<file path="src/rtl/pixel_mode_pipeline.sv">
// Two-stage pixel stream processor: per-frame mode/level latched at sop, per-pixel transform, frame tracking.
// Optional build macro PIXEL_MODE_LEN_EN adds last_frame_len reporting.
module pixel_mode_pipeline #(
    parameter int NUM_CH = 3,
    parameter int CH_W   = 4,
    parameter int LVL_W  = 2,
    parameter int FCNT_W = 16
) (
    input  logic                     clk,
    input  logic                     reset,
    input  logic [NUM_CH*CH_W-1:0]   in_data,
    input  logic                     in_sop,
    input  logic                     in_eop,
    input  logic                     in_valid,
    output logic                     in_ready,
    input  logic [1:0]               mode_req,
    input  logic [LVL_W-1:0]         level_req,
    output logic [NUM_CH*CH_W-1:0]   out_data,
    output logic                     out_sop,
    output logic                     out_eop,
    output logic                     out_valid,
    input  logic                     out_ready,
    output logic [1:0]               active_mode,
    output logic [LVL_W-1:0]         active_level,
    output logic [FCNT_W-1:0]        frame_count,
    output logic                     sop_err
`ifdef PIXEL_MODE_LEN_EN
    ,output logic [15:0]             last_frame_len
`endif
);
    localparam int DATA_W = NUM_CH * CH_W;
    localparam logic [CH_W-1:0] MAX = '1;

    typedef enum logic {IDLE, IN_FRAME} state_t;

    // Valid/ready: a beat moves on a clock edge where both valid and ready are high;
    // a stalled output (valid && !ready) keeps data/sop/eop stable until taken.
    logic              s1_valid, s1_sop, s1_eop;
    logic [DATA_W-1:0] s1_data;
    logic              s2_valid, s2_sop, s2_eop;
    logic [DATA_W-1:0] s2_data;
    logic              s1_adv, s1_load, accept;

    assign s1_adv   = !s2_valid || out_ready;
    assign s1_load  = !s1_valid || s1_adv;
    assign in_ready = !reset && s1_load;
    assign accept   = in_valid && in_ready;

    assign out_valid = s2_valid;
    assign out_data  = s2_data;
    assign out_sop   = s2_sop;
    assign out_eop   = s2_eop;

    // The sop beat must already use the requested settings, so bypass the latch on sop.
    logic [1:0]        eff_mode;
    logic [LVL_W-1:0]  eff_level;
    logic [CH_W-1:0]   thr, ch_max, ch_x;
    logic [DATA_W-1:0] xf_data;

    assign eff_mode  = in_sop ? mode_req  : active_mode;
    assign eff_level = in_sop ? level_req : active_level;

    always_comb begin
        thr     = CH_W'(eff_level);
        thr     = thr << (CH_W - LVL_W);
        ch_max  = '0;
        ch_x    = '0;
        xf_data = in_data;
        for (int k = 0; k < NUM_CH; k++) begin
            if (in_data[k*CH_W +: CH_W] > ch_max) ch_max = in_data[k*CH_W +: CH_W];
        end
        for (int k = 0; k < NUM_CH; k++) begin
            ch_x = in_data[k*CH_W +: CH_W];
            case (eff_mode)
                2'd0:    xf_data[k*CH_W +: CH_W] = ch_x;
                2'd1:    xf_data[k*CH_W +: CH_W] = MAX - ch_x;
                2'd2:    xf_data[k*CH_W +: CH_W] = ch_max;
                default: xf_data[k*CH_W +: CH_W] = (ch_x >= thr) ? MAX : '0;
            endcase
        end
    end

    always_ff @(posedge clk) begin
        if (reset) begin
            s1_valid     <= 1'b0;
            s1_sop       <= 1'b0;
            s1_eop       <= 1'b0;
            s1_data      <= '0;
            s2_valid     <= 1'b0;
            s2_sop       <= 1'b0;
            s2_eop       <= 1'b0;
            s2_data      <= '0;
            active_mode  <= '0;
            active_level <= '0;
        end else begin
            if (s1_adv) begin
                s2_valid <= s1_valid;
                s2_sop   <= s1_sop;
                s2_eop   <= s1_eop;
                s2_data  <= s1_data;
            end
            if (s1_load) begin
                s1_valid <= in_valid;
                s1_sop   <= in_sop;
                s1_eop   <= in_eop;
                s1_data  <= xf_data;
            end
            if (accept && in_sop) begin
                active_mode  <= mode_req;
                active_level <= level_req;
            end
        end
    end

    // Framing FSM: sop/eop on one beat is a complete 1-beat frame.
    state_t state_q, state_d;
    logic   count_en, err_d;

    always_comb begin
        state_d  = state_q;
        count_en = 1'b0;
        err_d    = 1'b0;
        if (accept) begin
            if (in_sop) begin
                err_d = (state_q == IN_FRAME);
                if (in_eop) begin
                    state_d  = IDLE;
                    count_en = 1'b1;
                end else begin
                    state_d = IN_FRAME;
                end
            end else if (in_eop && state_q == IN_FRAME) begin
                state_d  = IDLE;
                count_en = 1'b1;
            end
        end
    end

    always_ff @(posedge clk) begin
        if (reset) begin
            state_q     <= IDLE;
            sop_err     <= 1'b0;
            frame_count <= '0;
        end else begin
            state_q <= state_d;
            sop_err <= err_d;
            if (count_en) frame_count <= frame_count + FCNT_W'(1);
        end
    end

`ifdef PIXEL_MODE_LEN_EN
    logic [15:0] len_cnt, len_nxt;

    assign len_nxt = (len_cnt == 16'hFFFF) ? len_cnt : len_cnt + 16'd1;

    always_ff @(posedge clk) begin
        if (reset) begin
            len_cnt        <= '0;
            last_frame_len <= '0;
        end else if (accept) begin
            if (in_sop) begin
                len_cnt <= 16'd1;
                if (in_eop) last_frame_len <= 16'd1;
            end else if (state_q == IN_FRAME) begin
                len_cnt <= len_nxt;
                if (in_eop) last_frame_len <= len_nxt;
            end
        end
    end
`endif

endmodule
</file>
<file path="config.mk">
export PLATFORM = sky130hd
export DESIGN_NAME = pixel_mode_pipeline
export DESIGN_NICKNAME = d
export VERILOG_FILES = /design/src/rtl/pixel_mode_pipeline.sv
export SDC_FILE = /design/constraint.sdc
export NUM_CORES = 1
export LEC_CHECK = 0
export CAP_MARGIN = 40
export CELL_PAD_IN_SITES_DETAIL_PLACEMENT = 1
export CELL_PAD_IN_SITES_GLOBAL_PLACEMENT = 1
export CORE_UTILIZATION = 38
export DETAILED_ROUTE_END_ITERATION = 12
export PLACE_DENSITY_LB_ADDON = 0.12
export SYNTH_ARGS = -nofsm -noshare
export SYNTH_HDL_FRONTEND = slang
export SYNTH_SLANG_ARGS = --single-unit
</file>
<file path="constraint.sdc">
create_clock -name clk -period 4.1 [get_ports clk]
set_input_delay 0.82 -clock clk [delete_from_list [all_inputs] [get_ports clk]]
set_output_delay 0.82 -clock clk [all_outputs]
set_load 0.1 [all_outputs]
</file>
==> tab_implementation.tex, run 1 <==
\begin{tabular}{lr}
\hline
Metric & Value \\
\hline
\multicolumn{2}{l}{\textbf{Synthesis}} \\
Post-Synthesis Cell Area & 2900 sq um \\
Library cell occupying the most area in the post-synthesis netlist & dfxtp\_1 \\
Mean area per synthesized cell & 8.10 sq um \\
Synthesis warning total & 0 \\
Top cells by instance count after synthesis & dfxtp\_1 (52), nor2\_1 (52), nand2\_1 (47) \\
Flop and latch count out of synthesis & 52 \\
Number of nets produced by synthesis & 395 \\
Cell variety after synth & 40 \\
Post-Syn Instances & 358 \\
Fraction of synthesis flops using an asynchronous set or reset pin & 0 \\
Top FF cell, synth & dfxtp\_1 \\
Cells taking the most area after synthesis & dfxtp\_1 (36\%), xnor2\_1 (10\%), nor2\_1 (6.7\%) \\
Sequential share of the synthesized area & 0.359 \\
Number of enable flip-flop cells after synthesis & 0 \\
Share of the synthesized area in the top cell type & 0.359 \\
\multicolumn{2}{l}{\textbf{Timing}} \\
Final setup vio count & 0 \\
Hold slack & 0.455 ns \\
Slew of the pin with the lowest slew margin & 0.591 ns \\
Sum Neg Setup Slack & 0 ns \\
Final Slew Violations & 0 \\
Worst Skew & 0.0104 ns \\
Fin crit share & 0.935 \\
Achievable frequency & 0.261 GHz \\
Final critical delay including setup and external delays & 3.83 ns \\
Fin. Hold Viols & 0 \\
RSZ-0062 raised after global routing & false \\
Headroom to the max-slew limit & 0.604 \\
\multicolumn{2}{l}{\textbf{Global routing}} \\
Global-route total usage across every layer & 0.233 \\
Antenna violations before repair & 0 \\
Wire length of the first global-routing pass & 14.2 mm \\
Congestion Overflow GR & 0 \\
Vias in the first global route & 2879 \\
Pin count of the biggest net entering global routing & 34 \\
\multicolumn{2}{l}{\textbf{Status}} \\
Status & finished, final reports clean \\
\multicolumn{2}{l}{\textbf{Setup path}} \\
Worst setup path startpoint & in\_data[1] \\
Critical setup path kind & input port to register \\
Crit Path Max Fanout & 8 \\
Arrival time of the worst setup path & 4.04 ns \\
Worst reg2reg endpoint & s1\_data[4]\$\_SDFFE\_PP0N\_ \\
End point of the critical path & s1\_data[7]\$\_SDFFE\_PP0N\_ \\
R2r setup slk & 1.90 ns \\
Data required time of the worst path & 4.31 ns \\
Worst Reg2Reg Path Length in Cells & 7 \\
Endpoint class of the critical path & register \\
Launching element type of the critical path & input port \\
Start of the worst register-to-register path & active\_level[1]\$\_SDFFE\_PP0P\_ \\
\multicolumn{2}{l}{\textbf{Finish}} \\
Sequential Area & 1040 sq um \\
Final core occ & 0.584 \\
Layout overhead on the synthesized area & 47.6\% \\
Multi-input logic area & 1720 sq um \\
Fillers & 838 \\
Final nets & 490 \\
Share of layout cells above drive strength 1 & 0.139 \\
Number of diodes & 0 \\
Final standard cell area without fillers & 4280 sq um \\
\multicolumn{2}{l}{\textbf{Floorplanning}} \\
Site Rows & 31 \\
Area of the die & 7990 sq um \\
Die W & 89.4 um \\
Starting density of the core & 0.396 \\
Io pins & 59 \\
Total core area & 7330 sq um \\
Vertical die dimension & 89.4 um \\
\multicolumn{2}{l}{\textbf{Clocking}} \\
Maximum level of the CTS H-tree & 2 \\
CTS tree & done \\
Clock transition at the registers of the reported paths & 0.09 ns \\
CTS Buffer Depth & 2 \\
Clock latency on the worst-skew pair & 0.30 ns \\
Gates resized, CTS repair & 0 \\
Number of buffers added by the clock tree synthesis step & 5 \\
TritonCTS sink count & 52 \\
Root cell of the clock tree & clkbuf\_8 \\
Cts hold-fix bufs & 0 \\
Buffers inserted by post-CTS timing repair & 0 \\
\multicolumn{2}{l}{\textbf{Min path}} \\
Hold Path Class & register to register \\
\multicolumn{2}{l}{\textbf{Place}} \\
Number of port buffers & 58 \\
RePlAce Congestion & 0.897 \\
Post-detailed-placement half-perimeter wirelength & 6.85 mm \\
Standard cell area after detailed placement & 4180 sq um \\
\multicolumn{2}{l}{\textbf{Power and ir drop}} \\
Total power divided by cell area & 293 nW/um\^{}2 \\
Worst-case vdd ir drop & 0.000158 V \\
Static leakage & 1.66 nW \\
\multicolumn{2}{l}{\textbf{Drt}} \\
Initial DRC Count & 94 \\
Count of TritonRoute iterations in the first routing pass & 4 \\
Vias per std cell & 5.23 \\
Routed wire length & 8.62 mm \\
Antenna Violating Nets Remaining & 0 \\
Total via count in the routed design & 2883 \\
Detailed-route DRC error count & 0 \\
Mean routed wirelength per cell & 15.6 um \\
\multicolumn{2}{l}{\textbf{Run}} \\
Count of maximum capacitance violations & 0 \\
\hline
\end{tabular}
-- power breakdown --
group / switching (mW) / internal [mW] / total, mW
logic: 0.219 / 0.153 / 0.372
clock network: 0.160 / 0.175 / 0.336
registers: 0.0153 / 0.532 / 0.547
-- per-stage QoR --
step / total power [mW] / setup slack, ns / std cells
after global placement: 0.877 / 0.156 / 508
after detailed placement: 0.931 / -0.0120 / 545
after global routing: 1.32 / 0.0405 / 551
after CTS: 1.26 / 0.286 / 551
final: 1.25 / 0.266 / 551
after floorplan: 0.783 / 0.754 / 358
-- cells in the final DEF, fill, tap and decap left out, types with 2 or more instances in the layout --
cell	n
clkdlybuf4s50_1	56
nor2_1	52
dfxtp_1	52
nand2_1	47
buf_8	35
xnor2_1	33
a21oi_1	23
o22ai_1	15
ha_1	15
a311oi_1	14
buf_4	14
inv_1	13
o21ai_0	9
nor2b_1	5
o211ai_1	5
a32o_1	5
mux2i_1	5
nand3_1	5
or3_1	5
clkbuf_8	5
nand4_1	4
nor3_1	4
nor4_1	4
and4_1	2
or2_2	2
and3b_1	2
o211a_1	2
nand2b_1	2
xor2_1	2
buf_16	2
-- critical path, stage by stage --
cell             delay [ns]
clkdlybuf4s50_1        0.48
inv_1                  0.06
ha_1                   0.30
nor2b_1                0.14
o211ai_1               0.49
a32o_1                 0.29
nor2_1                 0.06
ha_1                   0.29
nor2b_1                0.14
o211a_1                0.22
o21ai_0                0.18
buf_4                  0.15
o211ai_1               0.14
a311oi_1               0.28
-- metal layers --
metal,GRT usage,vias to the layer above,wire length [um]
met5,0,-,0
met4,0.0476,0,75
met3,0.0342,9,165
met2,0.419,42,4340
met1,0.296,1386,4030
li1,-,1446,-
-- sequential cells by signal, indices dropped and copies added, names as in the netlist --
signal	count
frame_count	16
out_data	12
s1_data	12
active_level	2
active_mode	2
out_eop	1
out_sop	1
out_valid	1
s1_eop	1
s1_sop	1
s1_valid	1
sop_err	1
state_q	1
-- cell families (layout without fill, tap and decap cells) --
group	after synthesis	in the layout	share of synthesized area
AO/OA/AOI/OAI	77	77	0.177
AND/OR/NAND/NOR	140	140	0.223
multiplexers	6	6	0.0211
flip-flops	52	52	0.359
XOR/XNOR	35	35	0.106
buffers and inverters	33	127	0.0488
adder cells (fa/ha/maj)	15	15	0.0647
-- how the worst min path moves through the flow --
stage,start,to,slack [ns],depth (start not counted)
after floorplan,s1_eop$_SDFFE_PP0N_,s1_eop$_SDFFE_PP0N_,0.43,2
after global routing,out_data[6]$_SDFFE_PP0P_,out_data[6]$_SDFFE_PP0P_,0.46,2
final,out_data[10]$_SDFFE_PP0P_,out_data[10]$_SDFFE_PP0P_,0.45,2
after global placement,out_data[7]$_SDFFE_PP0P_,out_data[7]$_SDFFE_PP0P_,0.44,2
after CTS,out_data[10]$_SDFFE_PP0P_,out_data[10]$_SDFFE_PP0P_,0.46,2
after detailed placement,out_data[10]$_SDFFE_PP0P_,out_data[10]$_SDFFE_PP0P_,0.45,2
-- area by class of cell --
| cell class | instances | share of cell area |
|---|---|---|
| multi-input cells | 273 | 0.401 |
| clock buffers | 5 | 0.0161 |
| clock inverters | 1 | 0.00701 |
| repair buffers | 108 | 0.292 |
| well taps | 99 | 0.0289 |
| flip-flops and latches | 52 | 0.243 |
| inverters | 13 | 0.0114 |
Power figures use the tool's default switching activity.
==> inputs of run 2 (changes only) <==
- CELL_PAD_IN_SITES_DETAIL_PLACEMENT: 1 -> 0
==> run 2 against run 1 <==
Against the previous run:
- sequential cell count is the same
- first-iteration DRC count shrank 12%
- core utilization fell by 0.068 points
- critical path depth unchanged
- critical endpoint is now s1_data[3]$_SDFFE_PP0N_
- highest routed layer unchanged
==> tab_implementation.tex, run 2 (synthesis gave the netlist of run 1 again) <==
\begin{tabular}{lr}
\hline
Metric & Value \\
\hline
\multicolumn{2}{l}{\textbf{Finish}} \\
Number of flip-flops under the largest register name & 16 (unchanged) \\
Leading cell types in the layout, fill and taps excluded & clkdlybuf4s50\_1 (56), nor2\_1 (52), dfxtp\_1 (52) \\
Largest Register & frame\_count \\
Final core occ & 0.583 (-0.000683) \\
Share of layout cells above drive strength 1 & 0.143 (+0.00379) \\
Number of diodes & 0 (unchanged) \\
Most common cell after layout, fill and taps aside & clkdlybuf4s50\_1 \\
Final nets & 490 (unchanged) \\
Layout overhead on the synthesized area & 47.5\% \\
\multicolumn{2}{l}{\textbf{Timing}} \\
Sum Neg Setup Slack & 0 ns (unchanged) \\
Worst path setup slack after routing & 0.345 ns (+0.0787 ns) \\
RSZ-0062 raised after global routing & false \\
Fin crit share & 0.916 (-0.0192) \\
Hold slack & 0.453 ns (-0.00126 ns) \\
Fin. Hold Viols & 0 (unchanged) \\
Achievable frequency & 0.266 GHz (+2.1\%) \\
Final Slew Violations & 0 (unchanged) \\
Slew of the pin with the lowest slew margin & 0.602 ns (+0.0106 ns) \\
Final setup vio count & 0 (unchanged) \\
Final critical delay including setup and external delays & 3.75 ns (-0.0787 ns) \\
Worst Skew & 0.00820 ns (-0.00219 ns) \\
Headroom to the max-slew limit & 0.597 (-0.00712) \\
\multicolumn{2}{l}{\textbf{Run}} \\
Count of maximum capacitance violations & 0 (unchanged) \\
\multicolumn{2}{l}{\textbf{Clocking}} \\
Root cell of the clock tree & clkbuf\_8 \\
Buffers inserted by post-CTS timing repair & 0 (unchanged) \\
Clock transition at the registers of the reported paths & 0.10 ns (about the same) \\
Clock latency on the worst-skew pair & 0.31 ns (about the same) \\
CTS tree & done \\
Number of buffers added by the clock tree synthesis step & 5 (unchanged) \\
Maximum level of the CTS H-tree & 2 (unchanged) \\
Cts hold-fix bufs & 0 (unchanged) \\
TritonCTS sink count & 52 (unchanged) \\
Gates resized, CTS repair & 0 (unchanged) \\
CTS Buffer Depth & 2 (unchanged) \\
\multicolumn{2}{l}{\textbf{Drt}} \\
Routed wire length & 7.20 mm (-16\%) \\
Count of TritonRoute iterations in the first routing pass & 4 (unchanged) \\
Detailed-route DRC error count & 0 (unchanged) \\
Initial DRC Count & 83 (-12\%) \\
Antenna Violating Nets Remaining & 0 (unchanged) \\
Mean routed wirelength per cell & 13.0 um (-17\%) \\
Vias per std cell & 5.02 (-4.1\%) \\
Total via count in the routed design & 2774 (-3.8\%) \\
\multicolumn{2}{l}{\textbf{Global routing}} \\
Vias in the first global route & 2527 (-12\%) \\
Global-route total usage across every layer & 0.189 (-0.0441) \\
Congestion Overflow GR & 0 (unchanged) \\
Pin count of the biggest net entering global routing & 34 (unchanged) \\
Wire length of the first global-routing pass & 11.7 mm (-17\%) \\
Antenna violations before repair & 0 (unchanged) \\
\multicolumn{2}{l}{\textbf{Place}} \\
Post-detailed-placement half-perimeter wirelength & 5.62 mm (-18\%) \\
Number of port buffers & 58 (unchanged) \\
Post-Place Worst Slack & 0.0511 ns (+0.0631 ns) \\
RePlAce Congestion & 0.897 (unchanged) \\
\multicolumn{2}{l}{\textbf{Floorplanning}} \\
Starting density of the core & 0.396 (unchanged) \\
Vertical die dimension & 89.4 um (unchanged) \\
Site Rows & 31 (unchanged) \\
Io pins & 59 (unchanged) \\
Die W & 89.4 um (unchanged) \\
Total core area & 7330 sq um (unchanged) \\
Area of the die & 7990 sq um (unchanged) \\
\multicolumn{2}{l}{\textbf{Status}} \\
Status & finished, final reports clean \\
\multicolumn{2}{l}{\textbf{Setup path}} \\
Data required time of the worst path & 4.32 ns (about the same) \\
Endpoint class of the critical path & register \\
Crit Path Max Fanout & 8 (unchanged) \\
Arrival time of the worst setup path & 3.98 ns (-0.06 ns) \\
Delay of the slowest cell on the worst path & 0.49 ns (about the same) \\
CP max stage cell & o211ai\_1 \\
Critical setup path kind & input port to register \\
Cell Chain, Critical Path & clkdlybuf4s50\_1 > inv\_1 > ha\_1 > nor2b\_1 > o211ai\_1 > a32o\_1 > nor2\_1 > ha\_1 > nor2b\_1 > o211a\_1 > o21ai\_0 > buf\_4 > o211ai\_1 > a311oi\_1 \\
Launching element type of the critical path & input port \\
\multicolumn{2}{l}{\textbf{Power and ir drop}} \\
Worst-case vdd ir drop & 0.000154 V (-2.4\%) \\
Static leakage & 1.66 nW (-0.30\%) \\
Total power divided by cell area & 283 nW/um\^{}2 (-3.3\%) \\
Power consumption & 1.21 mW (-3.4\%) \\
\multicolumn{2}{l}{\textbf{Min path}} \\
Hold Path Class & register to register \\
\hline
\end{tabular}
[run 2: changes by cell type in the layout (fill, tap and decap cells not counted)]
cell | before | now
bufinv_16 | 1 | 0
inv_6 | 0 | 2
clkinvlp_4 | 0 | 1
[run 2: critical path: cells and delay by family]
kind / cells / cell delay (ns)
AO/OA/AOI/OAI: 6 / 1.56
buffers and inverters: 3 / 0.69
adder cells (fa/ha/maj): 2 / 0.58
AND/OR/NAND/NOR: 3 / 0.33
[run 2: final timing paths]
check,from,endpoint,slack (ns),cells past startpoint
hold reg to reg,out_data[7]$_SDFFE_PP0P_,out_data[7]$_SDFFE_PP0P_,0.45,2
setup reg to reg,active_level[0]$_SDFFE_PP0P_,s1_data[4]$_SDFFE_PP0N_,2.05,7
hold / removal,out_data[7]$_SDFFE_PP0P_,out_data[7]$_SDFFE_PP0P_,0.45,2
setup / recovery,in_data[1],s1_data[3]$_SDFFE_PP0N_,0.35,14
[run 2: area by class of cell]
cell class	instances	area, sq um
Multi-Input combinational cell	273	1720
Clock buffer	5	68.8
Fill cell	632	3050
Sequential cell	52	1040
Tap cell	99	124
Clock inverter	3	25.0
Timing Repair Buffer	108	1250
Inverter	13	48.8
[run 2: stage by stage]
| stage | instance area (sq um) | cells |
|---|---|---|
| 2_1_floorplan | 2900 | 358 |
| 6_report | 4280 | 553 |
| 5_1_grt | 4280 | 553 |
| 4_1_cts | 4280 | 553 |
| 3_3_place_gp | 3600 | 508 |
| 3_5_place_dp | 4180 | 545 |
[run 2: power by group]
| part | total [mW] | internal (mW) | switching (mW) |
|---|---|---|---|
| Clock | 0.302 | 0.125 | 0.177 |
| Combinational | 0.364 | 0.152 | 0.211 |
| Sequential | 0.546 | 0.532 | 0.0144 |
[run 2: metal layers]
metal | GRT usage | vias to the layer above | routed length [um]
met5 | 0 | - | 0
met4 | 0.0548 | 0 | 92
met3 | 0.0286 | 8 | 232
met2 | 0.315 | 63 | 3230
met1 | 0.253 | 1249 | 3640
li1 | - | 1454 | -
